### config.mk
export PLATFORM = sky130hd
export DESIGN_NAME = mmcm_ps_sequencer
export DESIGN_NICKNAME = d
export VERILOG_FILES = /design/src/rtl/digitizer_pkg.sv /design/src/rtl/sat_updown_cnt.sv /design/src/rtl/mmcm_ps_sequencer.sv
export SDC_FILE = /design/constraint.sdc
export NUM_CORES = 1
export LEC_CHECK = 0
export BUFFER_PORTS_ARGS = -buffer_cell sky130_fd_sc_hd__buf_4
export CORE_UTILIZATION = 50
export DETAILED_ROUTE_END_ITERATION = 10
export PLACE_DENSITY = 0.84
export SYNTH_ARGS = -nofsm -noshare
export SYNTH_HDL_FRONTEND = slang
export SYNTH_SLANG_ARGS = --single-unit
### constraint.sdc
create_clock -name lb_clk -period 3 [get_ports lb_clk]
set_input_delay 0.45 -clock lb_clk [delete_from_list [all_inputs] [get_ports lb_clk]]
set_output_delay 0.45 -clock lb_clk [all_outputs]
set_load 0.01 [all_outputs]
### src/rtl/digitizer_pkg.sv
// Shared types and default widths for the digitizer clocking blocks.
// The MMCM phase-shift sequencer uses the state enum and parameter defaults below.
package digitizer_pkg;

  typedef enum logic [1:0] {
    IDLE   = 2'd0,
    ISSUE  = 2'd1,
    WAIT   = 2'd2,
    SETTLE = 2'd3
  } ps_state_e;

  localparam int DEF_CW  = 12;
  localparam int DEF_PW  = 16;
  localparam int DEF_TW  = 8;
  localparam int DEF_GAP = 4;

endpackage

### src/rtl/sat_updown_cnt.sv
// Signed up/down-by-one counter that clamps at the W-bit signed limits.
module sat_updown_cnt #(
  parameter int W = 16
) (
  input  logic                clk_i,
  input  logic                rst_ni,
  input  logic                clr_i,
  input  logic                inc_i,
  input  logic                dec_i,
  output logic signed [W-1:0] cnt_o
);

  localparam logic [W-1:0] MAX_C = {1'b0, {(W-1){1'b1}}};
  localparam logic [W-1:0] MIN_C = {1'b1, {(W-1){1'b0}}};
  localparam logic [W-1:0] ONE_C = {{(W-1){1'b0}}, 1'b1};

  logic [W-1:0] cnt_q, cnt_d;

  always_comb begin
    cnt_d = cnt_q;
    if (clr_i) begin
      cnt_d = '0;
    end else if (inc_i && (cnt_q != MAX_C)) begin
      cnt_d = cnt_q + ONE_C;
    end else if (dec_i && (cnt_q != MIN_C)) begin
      cnt_d = cnt_q - ONE_C;
    end
  end

  always_ff @(posedge clk_i or negedge rst_ni) begin
    if (!rst_ni) cnt_q <= '0;
    else         cnt_q <= cnt_d;
  end

  assign cnt_o = cnt_q;

endmodule

### src/rtl/mmcm_ps_sequencer.sv
// Steps the MMCM dynamic phase shifter by a signed count, one psen per step,
// with psdone timeout, loss-of-lock abort and a saturating net phase tally.
module mmcm_ps_sequencer
  import digitizer_pkg::*;
#(
  parameter int CW  = DEF_CW,
  parameter int PW  = DEF_PW,
  parameter int TW  = DEF_TW,
  parameter int GAP = DEF_GAP
) (
  input  logic                 lb_clk,
  input  logic                 rst_n,
  input  logic                 start,
  input  logic signed [CW-1:0] steps,
  input  logic                 abort,
  input  logic                 phase_clr,
  input  logic                 mmcm_locked,
  input  logic                 psdone,
  output logic                 psen,
  output logic                 psincdec,
  output logic                 busy,
  output logic                 done,
  output logic                 err_timeout,
  output logic                 err_unlock,
  output logic signed [PW-1:0] phase_acc,
  output logic        [CW-1:0] remaining
);

  localparam logic [TW-1:0] TMO_MAX_C  = '1;
  localparam logic [TW-1:0] TMO_ONE_C  = {{(TW-1){1'b0}}, 1'b1};
  localparam logic [3:0]    GAP_LAST_C = 4'(GAP - 1);
  localparam logic [CW-1:0] ONE_C      = {{(CW-1){1'b0}}, 1'b1};

  ps_state_e     state_q, state_d;
  logic [CW-1:0] remaining_q, remaining_d;
  logic          psincdec_q, psincdec_d;
  logic          done_q, done_d;
  logic          err_timeout_q, err_timeout_d;
  logic          err_unlock_q, err_unlock_d;
  logic          abort_q, abort_d;
  logic [TW-1:0] tmo_q, tmo_d;
  logic [3:0]    gap_q, gap_d;
  logic          acc_inc, acc_dec, acc_clr;
  logic [CW-1:0] steps_mag;

  // Two's-complement magnitude; the most negative count maps to 2**(CW-1).
  assign steps_mag = steps[CW-1] ? (~steps + ONE_C) : steps;

  always_comb begin
    state_d       = state_q;
    remaining_d   = remaining_q;
    psincdec_d    = psincdec_q;
    done_d        = 1'b0;
    err_timeout_d = err_timeout_q;
    err_unlock_d  = err_unlock_q;
    abort_d       = abort_q;
    tmo_d         = tmo_q;
    gap_d         = gap_q;
    acc_inc       = 1'b0;
    acc_dec       = 1'b0;
    acc_clr       = 1'b0;
    psen          = 1'b0;

    if ((state_q != IDLE) && abort) abort_d = 1'b1;

    case (state_q)
      IDLE: begin
        if (start) begin
          if (!mmcm_locked) begin
            err_unlock_d = 1'b1;
            done_d       = 1'b1;
          end else begin
            err_timeout_d = 1'b0;
            err_unlock_d  = 1'b0;
            psincdec_d    = ~steps[CW-1];
            remaining_d   = steps_mag;
            abort_d       = 1'b0;
            if (steps_mag == '0) done_d = 1'b1;
            else                 state_d = ISSUE;
          end
        end else if (phase_clr) begin
          acc_clr = 1'b1;
        end
      end

      ISSUE: begin
        if (!mmcm_locked) begin
          err_unlock_d = 1'b1;
          state_d      = IDLE;
          done_d       = 1'b1;
          abort_d      = 1'b0;
        end else begin
          psen        = 1'b1;
          remaining_d = remaining_q - ONE_C;
          tmo_d       = '0;
          state_d     = WAIT;
        end
      end

      WAIT: begin
        // A lock loss wins over a coincident psdone: that step is not trusted.
        if (!mmcm_locked) begin
          err_unlock_d = 1'b1;
          state_d      = IDLE;
          done_d       = 1'b1;
          abort_d      = 1'b0;
        end else if (psdone) begin
          acc_inc = psincdec_q;
          acc_dec = ~psincdec_q;
          gap_d   = '0;
          state_d = SETTLE;
        end else if (tmo_q == TMO_MAX_C) begin
          err_timeout_d = 1'b1;
          state_d       = IDLE;
          done_d        = 1'b1;
          abort_d       = 1'b0;
        end else begin
          tmo_d = tmo_q + TMO_ONE_C;
        end
      end

      SETTLE: begin
        if (!mmcm_locked) begin
          err_unlock_d = 1'b1;
          state_d      = IDLE;
          done_d       = 1'b1;
          abort_d      = 1'b0;
        end else if (gap_q == GAP_LAST_C) begin
          if ((remaining_q == '0) || abort_q || abort) begin
            state_d = IDLE;
            done_d  = 1'b1;
            abort_d = 1'b0;
          end else begin
            state_d = ISSUE;
          end
        end else begin
          gap_d = gap_q + 4'd1;
        end
      end

      default: state_d = IDLE;
    endcase
  end

  always_ff @(posedge lb_clk or negedge rst_n) begin
    if (!rst_n) begin
      state_q       <= IDLE;
      remaining_q   <= '0;
      psincdec_q    <= 1'b0;
      done_q        <= 1'b0;
      err_timeout_q <= 1'b0;
      err_unlock_q  <= 1'b0;
      abort_q       <= 1'b0;
      tmo_q         <= '0;
      gap_q         <= '0;
    end else begin
      state_q       <= state_d;
      remaining_q   <= remaining_d;
      psincdec_q    <= psincdec_d;
      done_q        <= done_d;
      err_timeout_q <= err_timeout_d;
      err_unlock_q  <= err_unlock_d;
      abort_q       <= abort_d;
      tmo_q         <= tmo_d;
      gap_q         <= gap_d;
    end
  end

  sat_updown_cnt #(.W(PW)) u_phase_acc (
    .clk_i  (lb_clk),
    .rst_ni (rst_n),
    .clr_i  (acc_clr),
    .inc_i  (acc_inc),
    .dec_i  (acc_dec),
    .cnt_o  (phase_acc)
  );

  assign busy        = (state_q != IDLE);
  assign psincdec    = psincdec_q;
  assign done        = done_q;
  assign err_timeout = err_timeout_q;
  assign err_unlock  = err_unlock_q;
  assign remaining   = remaining_q;

endmodule
* Word level (Yosys, flattened, before mapping)
Cells that the tools add are included.
** Word-level totals
- Flip-flop bits (word level) :: 47
- Input bits :: 19
- Word-level logic and storage cells :: 133
- Output and inout bits :: 34
** Operators by class
- Muxes and demuxes :: 71
- Reductions and logical operators :: 22
- Equality and inequality tests :: 21
- Bitwise logic cells :: 3
- Add/sub/neg operators :: 6
** Operator list (number)
- two-way mux 12 bit :: 4
- two-way mux 16 bit :: 3
- two-way mux 1 bit :: 39
- two-way mux 8 bit :: 4
- zero test 12 bit :: 2
- inequality test 2 bit (second input constant) :: 12
- one-hot mux 12 bit (2 select lines) :: 1
- two-way mux 2 bit :: 9
- adder 16 x 1 -> 16 bit (second input constant) :: 1
- two-way mux 4 bit :: 4
- inequality test 16 x 15 -> 1 bit (second input constant) :: 1
- inequality test 16 bit (second input constant) :: 1
- one-hot mux 8 bit (2 select lines) :: 1
- subtractor 16 x 1 -> 16 bit (second input constant) :: 1
- AND reduction 5 bit :: 3
- adder 12 x 1 -> 12 bit (second input constant) :: 1
- NOT 12 bit :: 1
- subtractor 12 x 1 -> 12 bit (second input constant) :: 1
- nonzero test 2 bit :: 5
- adder 8 x 1 -> 8 bit (second input constant) :: 1
- equality test 8 bit (second input constant) :: 1
- one-hot mux 1 bit (4 select lines) :: 2
- one-hot mux 2 bit (4 select lines) :: 1
- one-hot mux 4 bit (2 select lines) :: 1
- other kinds (17) :: 23

* Logic depth before layout (Yosys ltp)
- Depth in word-level cells :: 8
- Mapped depth :: 12
- Depth with buffers taken out :: 11

* Modules after synthesis
From an unflattened synthesis, not the netlist that was laid out.
** Second synthesis, totals
- Cells, all modules :: 462
- Area total of the unflattened synthesis :: 3896.2 um^2
** By module, submodules not included
- mmcm_ps_sequencer :: cells each 270, sequential area each 775.7 um^2, area each 2253.4 um^2, instances 1
- sat_updown_cnt :: cells each 192, sequential area each 400.4 um^2, area each 1642.8 um^2, instances 1

* Worst setup path after synthesis
OpenSTA, ideal clock, no wires.
- Path kind :: flip-flop to flip-flop
- Start point :: reg u_phase_acc.cnt_q[15], in the netlist u_phase_acc.cnt_o[15]
- End point :: reg u_phase_acc.cnt_q[15], in the netlist u_phase_acc.cnt_o[15]
- Buffers on the path :: 0
- Setup time :: 0.130 ns
- Clock period less this slack :: 3.269 ns
- Cell stages (with the launch flop) :: 12
- Arrival :: 3.139 ns
- Slack :: -0.269 ns
- Path through :: dfrtp_1 > nand4b_1 > nor4_1 > nor2_1 > inv_1 > ha_1 > a21o_1 > a221oi_2 > o211ai_1 > a221oi_2 > nor4bb_1 > nor4b_1
** On the way
- Longest elaborated chain between the ends :: 4
- Elaborated cells between the ends (all ways) :: 10
- Classes of those cells :: add/sub (2); eq/ne (2); mux (3); reduce/logical (3)
** RTL lines
- from (decl) :: line sat_updown_cnt.sv:17 : logic [W-1:0] cnt_q, cnt_d;
- from (signal assigned) :: line sat_updown_cnt.sv:32 : else cnt_q <= cnt_d;
- subtractor 16 x 1 -> 16 bit / inequality test 16 x 15 -> 1 bit (equally long branches) :: line sat_updown_cnt.sv:26, sat_updown_cnt.sv:23
- two-way mux 16 bit / logical AND 1 bit (equally long branches) :: line sat_updown_cnt.sv:25, sat_updown_cnt.sv:23
- two-way mux 16 bit :: line sat_updown_cnt.sv:23 : end else if (inc_i && (cnt_q != MAX_C)) begin
- two-way mux 16 bit :: line sat_updown_cnt.sv:21 : if (clr_i) begin
Parallel ways exist; a longest one is shown, timed or not. The select of a mux whose other input is x is not followed.
A chain may end at the register's enable or synchronous reset.

* Worst setup path in the final report
- Start point :: reg u_phase_acc.cnt_q[6], in the netlist u_phase_acc.cnt_o[6]
- End point :: reg u_phase_acc.cnt_q[15], in the netlist u_phase_acc.cnt_o[15]
The elaborated chain is that of the path after synthesis.

==> implementation parameters <==
Parameter                              Value

Yosys
  Count of unique library cells instantiated by Yosys ... 61
  Async SR Flop Fraction ... 1.000
  Synthesized flop and latch total ... between 40 and 50
  Avg Synthesized Cell Area ... 8.647 um^2
  Sequential cell area fraction in the yosys report ... 0.3350
  Synth top area share ... 0.3350
  Cell type with the largest total area after synthesis ... dfrtp_1
  Top cells by area in the synthesized netlist ... dfrtp_1, ha_1, nand2_1
  Number of standard cells after synthesis ... 406
  Post-synth top flop ... dfrtp_1
  Count of flip-flops with a built-in enable after synthesis ... 0
  Netlist area before placement ... about 0.0035 mm^2
  Syn_nets ... around 450
  Warnings, synthesis ... 0

Placement
  Worst Setup Slack post-DPL ... -0.01336 ns
  Number of instances in the placed design ... 569
  Routability Congestion ... 0.9244
  Quantity of I/O buffers inserted on ports ... 52
  Placed wire-length estimate ... 6.914 mm

Detailed routing
  ANT nets after route ... 0
  Total number of vias ... 3651
  DRC ... 0
  Total Wirelength ... between 9 and 10 mm
  Avg WL per Cell ... 16.83 um
  Routed via count divided by cell count ... 6.273
  Detailed-routing iteration count for the pre-antenna-repair pass ... 4
  DRT iter0 DRCs ... 190

Final layout
  Inserted Diodes ... 0
  Fraction of final layout cells with drive strength greater than 1 ... 0.2695
  Non-filler cells, final ... between 500 and 600
  Layout fillers ... 542
  Total number of nets in the final design ... 525
  Utilization of the core after routing ... 0.6575
  Area Growth Syn to Fin ... 27.23%

Floorplan
  Width of the chip ... 85.80 um
  Overall die height ... 85.80 um
  Total number of placement rows ... 30
  Initial Util ... 0.5168
  Core outline area ... approximately 0.0068 mm^2
  Area enclosed by the die boundary ... 0.007361 mm^2
  Number of ports placed on the die boundary ... 53

Flow run
  Count of maximum capacitance violations ... 0

Timing
  RSZ-0062 raised after global routing ... true
  Maximum operating frequency ... around 340 MHz
  Setup slack after layout ... around 0.034 ns
  Post-layout min period ... a little under 3 ns
  Measured slew at the worst slew-check pin ... 0.7547 ns
  Worst setup skew after layout ... approximately 0.0096 ns
  Final hold violations ... 0
  Final Max Tran Viols ... 0
  Hold Worst Slack ... 0.1350 ns
  Headroom to the max-slew limit ... 0.4905
  Final critical-path share of the clock period ... 0.9887
  Final-report setup violation count ... 0

Clock tree
  Clock buffer depth ... 2
  Post-cts hold buffer count ... 0
  Clock tree sinks ... 47
  Clock Pin Slew Worst Setup and Hold Paths ... 0.10 ns
  Clk_lat worst skew ... a little over 0.3 ns
  Root buffer cell ... clkbuf_8
  Total number of H-tree levels ... 2
  Number of buffers added by the clock tree synthesis step ... 5
  TritonCTS clock tree ... built

Critical path
  Number of stages on the worst setup path ... 13
  Ordered list of cells on the worst path ... nand4_1, nor4_4, nor2_2, inv_4, buf_6, ha_2, a21oi_1, o21a_1, o211ai_1, a221oi_4, buf_4, nand2_1, nor4b_2
  Worst-path fanout max ... 6
  Worst Reg2Reg Path Length in Cells ... 13
  Start of the worst register-to-register path ... u_phase_acc.cnt_o[6]$_DFFE_PN0P_
  Startpoint kind of the worst setup timing path ... register
  Kind of cell with the highest combined delay on the critical path ... compound AO/OA/AOI/OAI gates
  Crit path capture ... u_phase_acc.cnt_o[15]$_DFFE_PN0P_
  Data arrival time of the worst path ... approximately 3.2 ns
  Slowest cell on crit path ... dfrtp_2
  Launching instance or port of the critical path ... u_phase_acc.cnt_o[6]$_DFFE_PN0P_
  CP Class ... reg -> reg
  Minimum setup slack among reg-to-reg paths ... around 0.034 ns
  Destination of the worst register-to-register timing path ... u_phase_acc.cnt_o[15]$_DFFE_PN0P_
  Crit path required time ... 3.19 ns
  CP peak stage delay ... ~0.4 ns
  Category of the worst setup path capture point ... register
  Worst path bufs/invs ... 3

Run status
  Run status ... complete, no violations

Hold path
  Path category of the worst min-delay check ... in -> async

Global route
  Residual overflow from global routing ... 0
  GR Util All Layers ... 0.2647
  Largest net degree at the start of global routing ... 48
  Antenna violations before repair ... 0
  Number of global-route vias before repair ... 3448
  Global-route wire length before repair ... 15.75 mm

Power
  Leak Pwr ... a little under 2 nW
  Worst IR drop on VDD ... 0.0004849 V
  PD cells ... 1013 mW/mm^2
[Yosys cell counts (10+ instances only)]
library cell and count:
nand2_1 46, nand3_1 13, nor2_1 22, xnor2_1 14
nor3_1 15, dfrtp_1 47, a21oi_1 26, o21ai_0 33
a22o_1 17, ha_1 20, inv_1 13, a21o_1 10
[flip-flops by register name, summed over array words and instances, names as in the netlist, 2 cells and up]
signal / cells
u_phase_acc.cnt_o: 16
remaining: 12
tmo_q: 8
gap_q: 4
state_q: 2
[final cells by class]
| class | count | area [um^2] | share of cell area |
|---|---|---|---|
| multi-input combinational | 329 | 2351 | 0.5263 |
| sequential | 47 | 1177 | 0.2636 |
| inverter | 13 | 51.30 | 0.01148 |
| clock buffer | 5 | 68.82 | 0.01541 |
| clock inverter | 3 | 22.52 | 0.005042 |
| timing repair buffer | 89 | 675.6 | 0.1513 |
| tap | 96 | 120.1 | 0.02689 |
[per-stage QoR]
| stage | total power [mW] | instance area [um^2] | setup TNS (ns) |
|---|---|---|---|
| floorplan | 2.775 | 3522 | 0 |
| global placement | 3.628 | 4195 | 0 |
| detailed placement | 3.729 | 4195 | -0.01336 |
| CTS | 4.155 | 4287 | 0 |
| global route | 4.852 | 4467 | -0.1930 |
| finish | 4.527 | 4467 | 0 |
[layer usage]
layer | vias to the layer above | wire, um | track usage
met1 | 1757 | 4201 | 0.3405
met4 | 0 | 227 | 0.08485
li1 | 1700 | - | -
met2 | 165 | 4795 | 0.4604
met5 | - | 0 | 0
met3 | 29 | 572 | 0.03754
[worst min path at each step]
stage | from | end | slack, ns
3_5_place_dp | abort_q$_DFF_PN0_ | abort_q$_DFF_PN0_ | 0.49
3_3_place_gp | abort_q$_DFF_PN0_ | abort_q$_DFF_PN0_ | 0.48
5_1_grt | rst_n | u_phase_acc.cnt_o[1]$_DFFE_PN0P_ | 0.17
2_1_floorplan | rst_n | abort_q$_DFF_PN0_ | 0.15
6_report | rst_n | u_phase_acc.cnt_o[2]$_DFFE_PN0P_ | 0.14
4_1_cts | rst_n | u_phase_acc.cnt_o[1]$_DFFE_PN0P_ | 0.16
[kinds of logic (layout without fill, tap and decap cells)]
logic type | Yosys count | after routing | share of synthesized area
buf+inv | 30 | 110 | 0.03599
compound gates | 136 | 136 | 0.2673
xor+xnor | 22 | 22 | 0.05488
fa+ha+maj | 21 | 21 | 0.07698
simple gates | 146 | 146 | 0.2170
flops | 47 | 47 | 0.3350
mux | 4 | 4 | 0.01283
[what timing repair did]
item | 4_1_cts | 5_1_grt
hold endpoints to repair | 0 | 0
buffers inserted | 0 | 5
setup endpoints to repair | 0 | 5
gates resized for setup | 0 | 24
[cell usage in the layout (no fill, tap or decap), types with 3 or more instances in the layout]
master,count
a21o_1,10
a21oi_1,24
a21oi_2,4
a22o_1,17
a31oi_1,5
a32oi_1,3
and3_1,4
buf_4,87
clkbuf_8,5
dfrtp_1,46
ha_1,14
ha_4,5
inv_1,12
mux2_2,4
nand2_1,46
nand3_1,13
nand4_1,9
nor2_1,21
nor3_1,15
nor3b_1,4
nor4_1,5
o211ai_1,4
o21a_1,3
o21ai_0,32
o22ai_1,3
o31ai_1,6
or2_2,3
or3_1,5
xnor2_1,14
xor2_1,8
[power by group]
group          total (mW)  switching, mW  leakage, nW  internal (mW)
clock network       0.407          0.238       0.0489          0.169
logic                3.06           1.55         1.33           1.50
registers            1.06          0.219        0.609          0.846
total                4.53           2.01         1.99           2.52
No activity file was read; power rests on OpenSTA's default activity.
